==> config.mk <==
export PLATFORM = sky130hd
export DESIGN_NAME = frq_div_prog
export DESIGN_NICKNAME = d
export VERILOG_FILES = /design/src/rtl/frq_div_pkg.sv /design/src/rtl/frq_div_ch.sv /design/src/rtl/frq_div_prog.sv
export SDC_FILE = /design/constraint.sdc
export NUM_CORES = 1
export LEC_CHECK = 0
export CORE_ASPECT_RATIO = 1.25
export CORE_MARGIN = 4
export CORE_UTILIZATION = 30
export CTS_CLUSTER_DIAMETER = 80
export DETAILED_ROUTE_END_ITERATION = 7
export GPL_TIMING_DRIVEN = 0
export PLACE_DENSITY = 0.47
export SYNTH_ARGS = -nofsm -noshare
export SYNTH_HDL_FRONTEND = slang
export SYNTH_HIERARCHICAL = 1
export SYNTH_SLANG_ARGS = --single-unit
==> constraint.sdc <==
create_clock -name mclk -period 2.6 [get_ports mclk]
set_input_delay 0.78 -clock mclk [delete_from_list [all_inputs] [get_ports mclk]]
set_output_delay 0.78 -clock mclk [all_outputs]
set_load 0.005 [all_outputs]
==> src/rtl/frq_div_pkg.sv <==
//------------------------------------------------------------------------------
// Module  : frq_div_pkg
// Purpose : Shared constants and types for the programmable frequency divider.
// Revision: 1.0 - initial release
//------------------------------------------------------------------------------
`default_nettype none

package frq_div_pkg;

   localparam int unsigned c_CNT_W    = 16;
   localparam int unsigned c_DEF_DIV  = 9;
   localparam int unsigned c_NCH_MAX  = 16;
   localparam int unsigned c_CH_IDX_W = $clog2(c_NCH_MAX);

   typedef logic [c_CH_IDX_W-1:0] ch_idx_t;

endpackage : frq_div_pkg

`default_nettype wire

==> src/rtl/frq_div_ch.sv <==
//------------------------------------------------------------------------------
// Module  : frq_div_ch
// Purpose : One divider channel with shadowed divisor, tick pulse and square out.
// Revision: 1.0 - initial release
//------------------------------------------------------------------------------
`default_nettype none

module frq_div_ch
   import frq_div_pkg::*;
#(
   parameter int unsigned CNT_W   = c_CNT_W,
   parameter int unsigned DEF_DIV = c_DEF_DIV
) (
   input  logic             mclk,
   input  logic             reset,
   input  logic             sync_i,
   input  logic             en_i,
   input  logic             wr_i,
   input  logic [CNT_W-1:0] val_i,
   output logic             tick_o,
   output logic             sq_o,
   output logic             pend_o
);

   localparam logic [CNT_W-1:0] c_DEF = CNT_W'(DEF_DIV);

   logic [CNT_W-1:0] cnt_q, cnt_d;
   logic [CNT_W-1:0] act_q, act_d;
   logic [CNT_W-1:0] shd_q, shd_d;
   logic             pend_q, pend_d;
   logic             tick_q, tick_d;
   logic             sq_q, sq_d;
   logic             w_wrap;

   assign w_wrap = (cnt_q == act_q);

   always_comb begin
      cnt_d  = cnt_q;
      act_d  = act_q;
      shd_d  = shd_q;
      pend_d = pend_q;
      tick_d = 1'b0;
      sq_d   = sq_q;

      if (sync_i) begin
         cnt_d  = '0;
         sq_d   = 1'b0;
         pend_d = 1'b0;
         if (pend_q) begin
            act_d = shd_q;
         end
      end else if (!en_i) begin
         // An idle channel has no wrap to wait for, so take the new divisor now.
         if (pend_q) begin
            act_d  = shd_q;
            cnt_d  = '0;
            pend_d = 1'b0;
         end
      end else if (w_wrap) begin
         cnt_d  = '0;
         tick_d = 1'b1;
         sq_d   = ~sq_q;
         if (pend_q) begin
            act_d  = shd_q;
            pend_d = 1'b0;
         end
      end else begin
         cnt_d = cnt_q + CNT_W'(1);
      end

      // A write always lands in the shadow and waits for a later apply point.
      if (wr_i) begin
         shd_d  = val_i;
         pend_d = 1'b1;
      end
   end

   always_ff @(posedge mclk or posedge reset) begin
      if (reset) begin
         cnt_q  <= '0;
         act_q  <= c_DEF;
         shd_q  <= c_DEF;
         pend_q <= 1'b0;
         tick_q <= 1'b0;
         sq_q   <= 1'b0;
      end else begin
         cnt_q  <= cnt_d;
         act_q  <= act_d;
         shd_q  <= shd_d;
         pend_q <= pend_d;
         tick_q <= tick_d;
         sq_q   <= sq_d;
      end
   end

   assign tick_o = tick_q;
   assign sq_o   = sq_q;
   assign pend_o = pend_q;

endmodule : frq_div_ch

`default_nettype wire

==> src/rtl/frq_div_prog.sv <==
//------------------------------------------------------------------------------
// Module  : frq_div_prog
// Purpose : Multi-channel programmable divider with shared divisor write bus.
// Revision: 1.0 - initial release
//------------------------------------------------------------------------------
`default_nettype none

module frq_div_prog
   import frq_div_pkg::*;
#(
   parameter int unsigned NCH     = 4,
   parameter int unsigned CNT_W   = c_CNT_W,
   parameter int unsigned DEF_DIV = c_DEF_DIV
) (
   input  logic                  mclk,
   input  logic                  reset,
   input  logic                  sync_i,
   input  logic [NCH-1:0]        ch_en_i,
   input  logic                  div_wr_i,
   input  logic [c_CH_IDX_W-1:0] div_ch_i,
   input  logic [CNT_W-1:0]      div_val_i,
   output logic [NCH-1:0]        tick_o,
   output logic [NCH-1:0]        sq_o,
   output logic [NCH-1:0]        pend_o
);

   logic [NCH-1:0] w_wr;

   // Indices at or above NCH match no channel and are dropped.
   for (genvar i = 0; i < NCH; i++) begin : g_ch
      localparam ch_idx_t c_IDX = ch_idx_t'(i);

      assign w_wr[i] = div_wr_i && (div_ch_i == c_IDX);

      frq_div_ch #(
         .CNT_W   (CNT_W),
         .DEF_DIV (DEF_DIV)
      ) u_ch (
         .mclk   (mclk),
         .reset  (reset),
         .sync_i (sync_i),
         .en_i   (ch_en_i[i]),
         .wr_i   (w_wr[i]),
         .val_i  (div_val_i),
         .tick_o (tick_o[i]),
         .sq_o   (sq_o[i]),
         .pend_o (pend_o[i])
      );
   end

endmodule : frq_div_prog

`default_nettype wire

* Word-level counts from Yosys, hierarchy flattened
Index checks and enable logic that the tools add are counted.
Cells by class: reductions and logical operators 21, $add $sub $neg 4, bitwise operators 4, eq/ne operators 15, mux-type cells 72
Operators with widths (count):
- 16-bit two-way mux | 32
- 16-bit by 1-bit adder with 16-bit output (second input constant) | 4
- 16-bit equality test | 4
- 1-bit two-way mux | 40
- 4-bit by 2-bit inequality test with 1-bit output (second input constant) | 4
- 2-bit nonzero test | 8
- 3-bit by 2-bit inequality test with 1-bit output (second input constant) | 4
- 3-bit nonzero test | 4
- 4-bit by 2-bit equality test with 1-bit output (second input constant) | 2
- 2-bit AND reduction | 4
- 4-bit by 1-bit equality test with 1-bit output (second input constant) | 1
- 1-bit logical AND | 4
- 4-bit logical NOT | 1
- 1-bit NOT | 4
Storage, ports and cells: flip-flop bits (word level) 204, logic and storage cells 140, output and inout bits 12, input port bits 28

* Logic depth before layout (Yosys ltp)
Gate-level depths: netlist of run 1.
word-level depth 5, mapped depth 7, depth with buffers taken out 5

* Hierarchy
The synthesis of run 1 kept the hierarchy.
Modules (own cells, without submodules):
- frq_div_ch at g_ch[0].u_ch ... | cells each 181, times used 3, sequential area each 1281.2 um^2, area each 2373.5 um^2
- frq_div_ch at g_ch[3].u_ch | cells each 182, times used 1, sequential area each 1281.2 um^2, area each 2352.3 um^2
- frq_div_prog | cells each 5, times used 1, sequential area each 0.0 um^2, area each 65.1 um^2

* Worst setup path before layout of run 1
OpenSTA, ideal clock, no wires.
path kind input to register, from input port div_ch_i[3], to register g_ch[0].u_ch.shd_q[1], stages 5, buffers on the path 2, library setup time 0.125 ns, path slack 0.401 ns, data arrival time 2.075 ns, path through nor2_4 -> nor4bb_4 -> clkbuf_1 -> buf_1 -> mux2_2
On the way: word-level cells in the longest chain between the ends 2
RTL lines:
- start: declaration | RTL line frq_div_prog.sv:20 | input logic [c_CH_IDX_W-1:0] div_ch_i,
- 4-bit logical NOT | RTL line frq_div_prog.sv:33 | assign w_wr[i] = div_wr_i && (div_ch_i == c_IDX);
- 1-bit logical AND | RTL line frq_div_prog.sv:33
- net w_wr[0] | RTL line frq_div_prog.sv:27 | logic [NCH-1:0] w_wr;
- end signal: assignment | RTL line frq_div_ch.sv:82 | shd_q <= c_DEF;
- end signal: assignment | RTL line frq_div_ch.sv:89 | shd_q <= shd_d;
- end: declaration | RTL line frq_div_ch.sv:29 | logic [CNT_W-1:0] shd_q, shd_d;
The timed path passes the listed nets, and every way through them passes these cells. A chain may end at the register's enable or synchronous reset.

* Final worst setup path of run 1
from input port div_ch_i[0], to register g_ch[1].u_ch.shd_q[1]
On the way: word-level cells in the longest chain between the ends 2
RTL lines (RTL line):
- 4-bit by 1-bit equality test with 1-bit output | frq_div_prog.sv:33
- 1-bit logical AND | frq_div_prog.sv:33
- net w_wr[1] | frq_div_prog.sv:27
- end signal: assignment | frq_div_ch.sv:82
- end signal: assignment | frq_div_ch.sv:89
- end: declaration | frq_div_ch.sv:29
The timed path passes the listed nets, and every way through them passes these cells.

==> impl_metrics.yaml, run 1 <==
outcome:
  run_status: "finished, final reports clean"
setup_path:
  criticalPathCategory: "in2reg"
  worst_setup_path_start_kind: "input port"
  slowest_stage: "clkdlybuf4s50_1"
  timing.critical_path.arrival_ps: 2750
  critical_path_buf_inv_count: 3
  slowest_delay_ps: 550
  worst_path_dominant_cell_family: "buffers and inverters"
  critical_path_maximum_fanout: 10
  path_cells: "clkdlybuf4s50_1 > and4b_1 > clkbuf_1 > buf_2 > mux2_2"
  critPathRequiredTime_ps: 2980
  cp-end-kind: "flip-flop"
clock_tree:
  cts_hold_repair.buffers: 0
  cts-buffers-inserted: 22
  clk-insertion-delay-late_ps: 490
  cts_htree_levels: 1
  root_buffer: "clkbuf_16"
  cts_tree: "done"
  cts_buffer_depth: 3
  tritoncts_num_sinks: 204
  clkSlewWorstSetupHoldPaths_ps: 60
die:
  design.core.area_um2: 31170
  starting_density: 0.3060
  dieWidth_um: 167.5
  fp.dieH_um: 207.4
  std_cell_rows: 72
  io_pins: 40
  die_area_um2: 34730
yosys:
  synthesized_cell_area_um2: 9538
  synth_edf_count: 0
  netlist-cell-type-count: 41
  avgSynthCellArea_um2: 13.07
  synth_largest_area_cell: "dfrtp_1"
  synth_top_flop_cell: "dfrtp_1"
  gate_count_post_synth: 730
  netlist.area_leader.share: 0.4932
  seq_area_frac_synth: 0.5373
  synth.net_count: 762
  yosys_warnings: 6
  synth-async-reset-ratio: 1.000
  yosys_register_bits: 204
  post_synth_main_area_contributors: "dfrtp_1, mux2_2, xor2_1"
cells_and_area:
  stdcell_count: 1219
  share_of_cells_above_drive_strength_1: 0.2783
  stdcell_area_um2: 11220
  finish.net_count: 829
  area_delta_synth_final_pct: 17.59
  fillCellCount: 3153
  diodes_inserted: 0
grt:
  antenna_found_initial: 0
  pin_count_of_the_biggest_net_entering_global_routing: 32
  first_global_vias: 5957
  grt_util_all_layers: 0.1210
  grt-ovfl-total: 0
  grt_first_pass_wirelength_mm: 33.93
drt:
  detail-route-antenna-nets: 0
  drt_drc_violations_left: 0
  initial_detailed_routing_violation_count: 195
  wire_per_inst_um: 17.04
  postRouteWirelength_mm: 20.77
  drt_pass1_iterations: 4
  routed-via-count: 5559
  avgViaCountPerCell: 4.560
sta:
  report.final.hold_viol_count: 0
  report.final.setup_viol: 0
  period_minus_slack_ps: 2373
  worst_slew_pin_slew_ps: 853.1
  fmax_mhz: 421.4
  drv_slew: 0
  timing.max_slew.rel_slack: 0.4313
  layout_worst_path_cycle_share: 0.9126
  unrepaired_setup_endpoints_after_global_routing: "no"
  setup-tns-final_ps: 0
  fin_clk_skew_ps: 5.955
power_and_ir_drop:
  powerDensity_nw_per_um2: 796.3
  p_int_mw: 6.635
  max-vdd-ir-drop_v: 0.0004488
  power.static_leakage_nw: 5.242
  net-switching-power_mw: 2.295
  p_clk_frac: 0.342
  swShare: 0.2570
  sequentialPowerShare: 0.482
  share_comb_of_total_power: 0.176
placed_design:
  place_area_um2: 10520
  port-buffer-count: 39
  dpl.cell_count: 1180
  place_congestion: 0.7543
  dpl.hpwl_mm: 14.73
min_path:
  hold_path.class: "reg2reg"
job:
  cap_violations: 0
-- worst register-to-register path: stages, from the launching register on --
cell and delay [ps]:
dfrtp_1 450, xor2_1 170, nor4_1 470, and4_1 280, buf_6 130, o21ai_4 100
buf_12 180, mux2_4 300
-- worst paths after layout --
kind / to / cells after the start / slack [ps] / startpoint
setup reg to reg: g_ch[3].u_ch/act_q[10] / 7 / 400 / g_ch[3].u_ch/cnt_q[6]
hold reg to reg: g_ch[0].u_ch/act_q[11] / 1 / 500 / g_ch[0].u_ch/shd_q[11]
max in group asynchronous: g_ch[2].u_ch/shd_q[0] / 3 / 1070 / reset
setup / recovery: g_ch[1].u_ch/shd_q[1] / 5 / 230 / div_ch_i[0]
hold / removal: g_ch[0].u_ch/act_q[11] / 1 / 500 / g_ch[0].u_ch/shd_q[11]
min in group asynchronous: g_ch[0].u_ch/shd_q[9] / 2 / 830 / reset
-- through the flow --
stage,utilization,setup WS [ps],hold WS (ps),power (mW)
finish,0.3598,227.2,497.4,8.931
global route,0.3598,55.78,515.7,9.441
CTS,0.3597,27.85,504.0,9.101
detailed placement,0.3374,-719.2,488.9,5.978
global placement,0.3349,-716.6,485.3,5.929
floorplan,-,400.5,476.6,5.493
-- cells by family after synthesis --
family / after synthesis / synth area share
xor+xnor: 116 / 0.1065
flops: 204 / 0.5373
mux: 128 / 0.1669
buf+inv: 40 / 0.03266
compound gates: 39 / 0.03358
fa+ha+maj: 4 / 0.005247
simple gates: 199 / 0.1178
-- power groups by stage --
stage / registers (mW) / logic, mW / clock network, mW
CTS: 4.32 / 1.61 / 3.17
finish: 4.30 / 1.58 / 3.05
global route: 4.39 / 1.75 / 3.30
floorplan: 4.20 / 1.29 / 0
global placement: 4.37 / 1.56 / 0
detailed placement: 4.38 / 1.60 / 0
-- Yosys cell counts, drive strengths merged, types with 12 or more instances --
cell / count
inv: 13
nor4: 17
buf: 16
dfrtp: 188
nor2: 67
and4: 12
nand3: 18
xor2: 95
nand2: 23
nand4: 17
mux2: 128
xnor2: 21
dfstp: 16
nor3: 14
-- metal layers --
metal  wire length, µm  track usage  vias up
met5                 0            0        -
met3               619      0.01619       13
met1              9617       0.1634     2792
met2             10230       0.2076       77
met4               301      0.02716        0
li1                  -            -     2677
-- layout make-up --
class,count,area (µm²),area share
Buffer,27,267.8,0.02387
Clock buffer,36,654.4,0.05834
Clock inverter,3,40.04,0.003570
Inverter,13,48.80,0.004351
Multi-Input combinational cell,486,4101,0.3657
Sequential cell,204,5125,0.4569
Tap cell,407,509.2,0.04540
Timing Repair Buffer,43,469.2,0.04183
-- placed cells by master (no fill, tap or decap), drive strengths merged, types with 12 or more instances in the layout --
cell,n
dfstp,16
nand2,23
clkbuf,45
xor2,95
nand3,18
nor3,14
and4,12
dfrtp,188
nand4,17
xnor2,21
inv,13
nor4,17
clkdlybuf4s50,38
buf,19
mux2,128
nor2,67
-- registers in the layout, summed over array words and instances (netlist names) --
name / flops
g_ch.u_ch/sq_o: 4
g_ch.u_ch/cnt_q: 64
g_ch.u_ch/tick_o: 4
g_ch.u_ch/act_q: 64
g_ch.u_ch/shd_q: 64
g_ch.u_ch/pend_o: 4
-- what timing repair did --
action,CTS,global route
setup buffers,0,0
gates resized for setup,3,3
endpoints found under the setup margin,96,12
Note: power is estimated with default switching activity, not from simulation.
==> run 2, diff against run 1 <==
--- a/config.mk
+++ b/config.mk
@@ -11,7 +11,8 @@
 export CTS_CLUSTER_DIAMETER = 80
 export DETAILED_ROUTE_END_ITERATION = 7
 export GPL_TIMING_DRIVEN = 0
-export PLACE_DENSITY = 0.47
+export PLACE_DENSITY = 0.57
+export SLEW_MARGIN = 30
 export SYNTH_ARGS = -nofsm -noshare
 export SYNTH_HDL_FRONTEND = slang
 export SYNTH_HIERARCHICAL = 1
==> run 2 against run 1 <==
  * Cell count fell by 0.16%
  * Design area fell by 0.37%
  * Combinational power barely moved
  * Die area did not move
  * Setup slack got worse by 10 ps
  * Utilization fell by 0.13 points
  * Non-clock buffer count did not move
  * First-iteration DRC count rose by 33%
  * Sequential power barely moved
  * Critical path depth did not move
  * Routed wire length fell by 4.7%
  * Largest cell class unchanged
  * Largest power group unchanged
==> impl_metrics.yaml, run 2 (same netlist as run 1, synthesis figures left out) <==
die:
  fp.dieH_um: 207.4
  std_cell_rows: 72
  starting_density: 0.3060
  io_pins: 40
  die_area_um2: 34730
  design.core.area_um2: 31170
  dieWidth_um: 167.5
grt:
  pin_count_of_the_biggest_net_entering_global_routing: 51
  grt-ovfl-total: 0
  grt_first_pass_wirelength_mm: 32.48
  grt_util_all_layers: 0.1142
  first_global_vias: 5878
  antenna_found_initial: 0
setup_path:
  regToRegSetupSlack_ps: 410
  worst_setup_path_start_kind: "input port"
  worst_path_dominant_cell_family: "buffers and inverters"
  path_cells: "clkdlybuf4s50_1 > and4b_1 > clkbuf_1 > buf_2 > mux2_2"
  slowest_stage: "clkdlybuf4s50_1"
  critical_path_buf_inv_count: 3
  criticalPathCategory: "in2reg"
  critical_path_maximum_fanout: 10
  cp-end-kind: "flip-flop"
  slowest_delay_ps: 550
  timing.critical_path.arrival_ps: 2750
  critPathRequiredTime_ps: 2970
placed_design:
  dpl.cell_count: 1180
  place_area_um2: 10540
  place_congestion: 0.7954
  port-buffer-count: 39
  dpl.hpwl_mm: 14.04
  dpl_worst_slack_ps: -783.8
cells_and_area:
  stdcell_count: 1217
  final_common_cell: "dfrtp_1"
  multi_input_area_um2: 4101
  regArea_um2: 5125
  share_of_cells_above_drive_strength_1: 0.2827
  stdcell_area_um2: 11170
  diodes_inserted: 0
  area_delta_synth_final_pct: 17.16
  finish.net_count: 828
  fillCellCount: 3116
  layout.cells.most_common_list: "dfrtp_1, xor2_1, mux2_2"
  largestRegisters: "g_ch.u_ch/act_q: 64 flops, g_ch.u_ch/cnt_q: 64 flops, g_ch.u_ch/shd_q: 64 flops"
power_and_ir_drop:
  power.static_leakage_nw: 5.224
  p_int_mw: 6.443
  swShare: 0.2608
  max-vdd-ir-drop_v: 0.0005812
  sequentialPowerShare: 0.492
  total_power_mw: 8.715
  powerDensity_nw_per_um2: 779.9
  share_comb_of_total_power: 0.182
  p_clk_frac: 0.326
  net-switching-power_mw: 2.273
drt:
  routed-via-count: 5570
  drt_drc_violations_left: 0
  postRouteWirelength_mm: 19.80
  detail-route-antenna-nets: 0
  avgViaCountPerCell: 4.577
  drt_pass1_iterations: 4
  wire_per_inst_um: 16.27
  initial_detailed_routing_violation_count: 259
clock_tree:
  tritoncts_num_sinks: 204
  cts_buffer_depth: 3
  clkSlewWorstSetupHoldPaths_ps: 60
  clk-insertion-delay-late_ps: 490
  root_buffer: "clkbuf_16"
  cts_hold_repair.buffers: 0
  cts-buffers-inserted: 21
  cts_htree_levels: 1
  cts_tree: "done"
sta:
  fmax_mhz: 419.6
  setup-tns-final_ps: 0
  report.final.hold_viol_count: 0
  drv_slew: 0
  unrepaired_setup_endpoints_after_global_routing: "no"
  worst_slew_pin_slew_ps: 851.8
  report.final.setup_viol: 0
  timing.max_slew.rel_slack: 0.4321
  layout_worst_path_cycle_share: 0.9166
  period_minus_slack_ps: 2383
  fin_clk_skew_ps: 11.84
  finalWorstSetupSlack_ps: 216.9
job:
  cap_violations: 0
min_path:
  hold_path.class: "reg2reg"
outcome:
  run_status: "finished, final reports clean"
-- run 2: changes by cell type in the layout (fill, tap and decap cells not counted), sizes merged --
cell and delta:
clkinv +6, buf -1, clkbuf -8, clkinvlp +1
-- run 2: timing repair --
item	in CTS	in global routing
cloned	0	0
endpoints found under the setup margin	89	23
resized for setup	2	4
buffers inserted	0	0
-- run 2: worst paths after layout --
check | startpoint | end | cells after the start
worst min-delay path | g_ch[2].u_ch/shd_q[6] | g_ch[2].u_ch/act_q[6] | 1
worst max register to register | g_ch[2].u_ch/cnt_q[3] | g_ch[2].u_ch/act_q[7] | 7
min in group asynchronous | reset | g_ch[2].u_ch/shd_q[9] | 2
max in group asynchronous | reset | g_ch[1].u_ch/act_q[3] | 3
worst min register to register | g_ch[2].u_ch/shd_q[6] | g_ch[2].u_ch/act_q[6] | 1
worst max-delay path | div_ch_i[0] | g_ch[1].u_ch/shd_q[4] | 5
-- run 2: stage by stage --
step / util / hold slack, ps
floorplan: - / 476.6
global placement: 0.3349 / 481.3
detailed placement: 0.3380 / 491.1
CTS: 0.3584 / 504.2
global route: 0.3585 / 516.8
finish: 0.3585 / 500.4
-- run 2: cell type report --
type / instances / share of cell area
Timing Repair Buffer: 43 / 0.04266
Tap cell: 407 / 0.04557
Buffer: 27 / 0.02396
Sequential cell: 204 / 0.4586
Clock inverter: 10 / 0.006942
Inverter: 13 / 0.005263
Clock buffer: 27 / 0.04994
Multi-Input combinational cell: 486 / 0.3670
-- run 2: routing by layer --
metal,global-route usage,part of all wire
met5,0,0
met4,0.03108,0.019
met3,0.01410,0.031
met2,0.1952,0.50
met1,0.1534,0.45
-- run 2: power groups by stage --
stage | Clock (mW) | Combinational [mW] | Sequential (mW)
2_1_floorplan | 0 | 1.29 | 4.20
3_3_place_gp | 0 | 1.56 | 4.34
3_5_place_dp | 0 | 1.61 | 4.36
4_1_cts | 2.94 | 1.62 | 4.30
5_1_grt | 3.07 | 1.76 | 4.37
6_report | 2.84 | 1.59 | 4.29
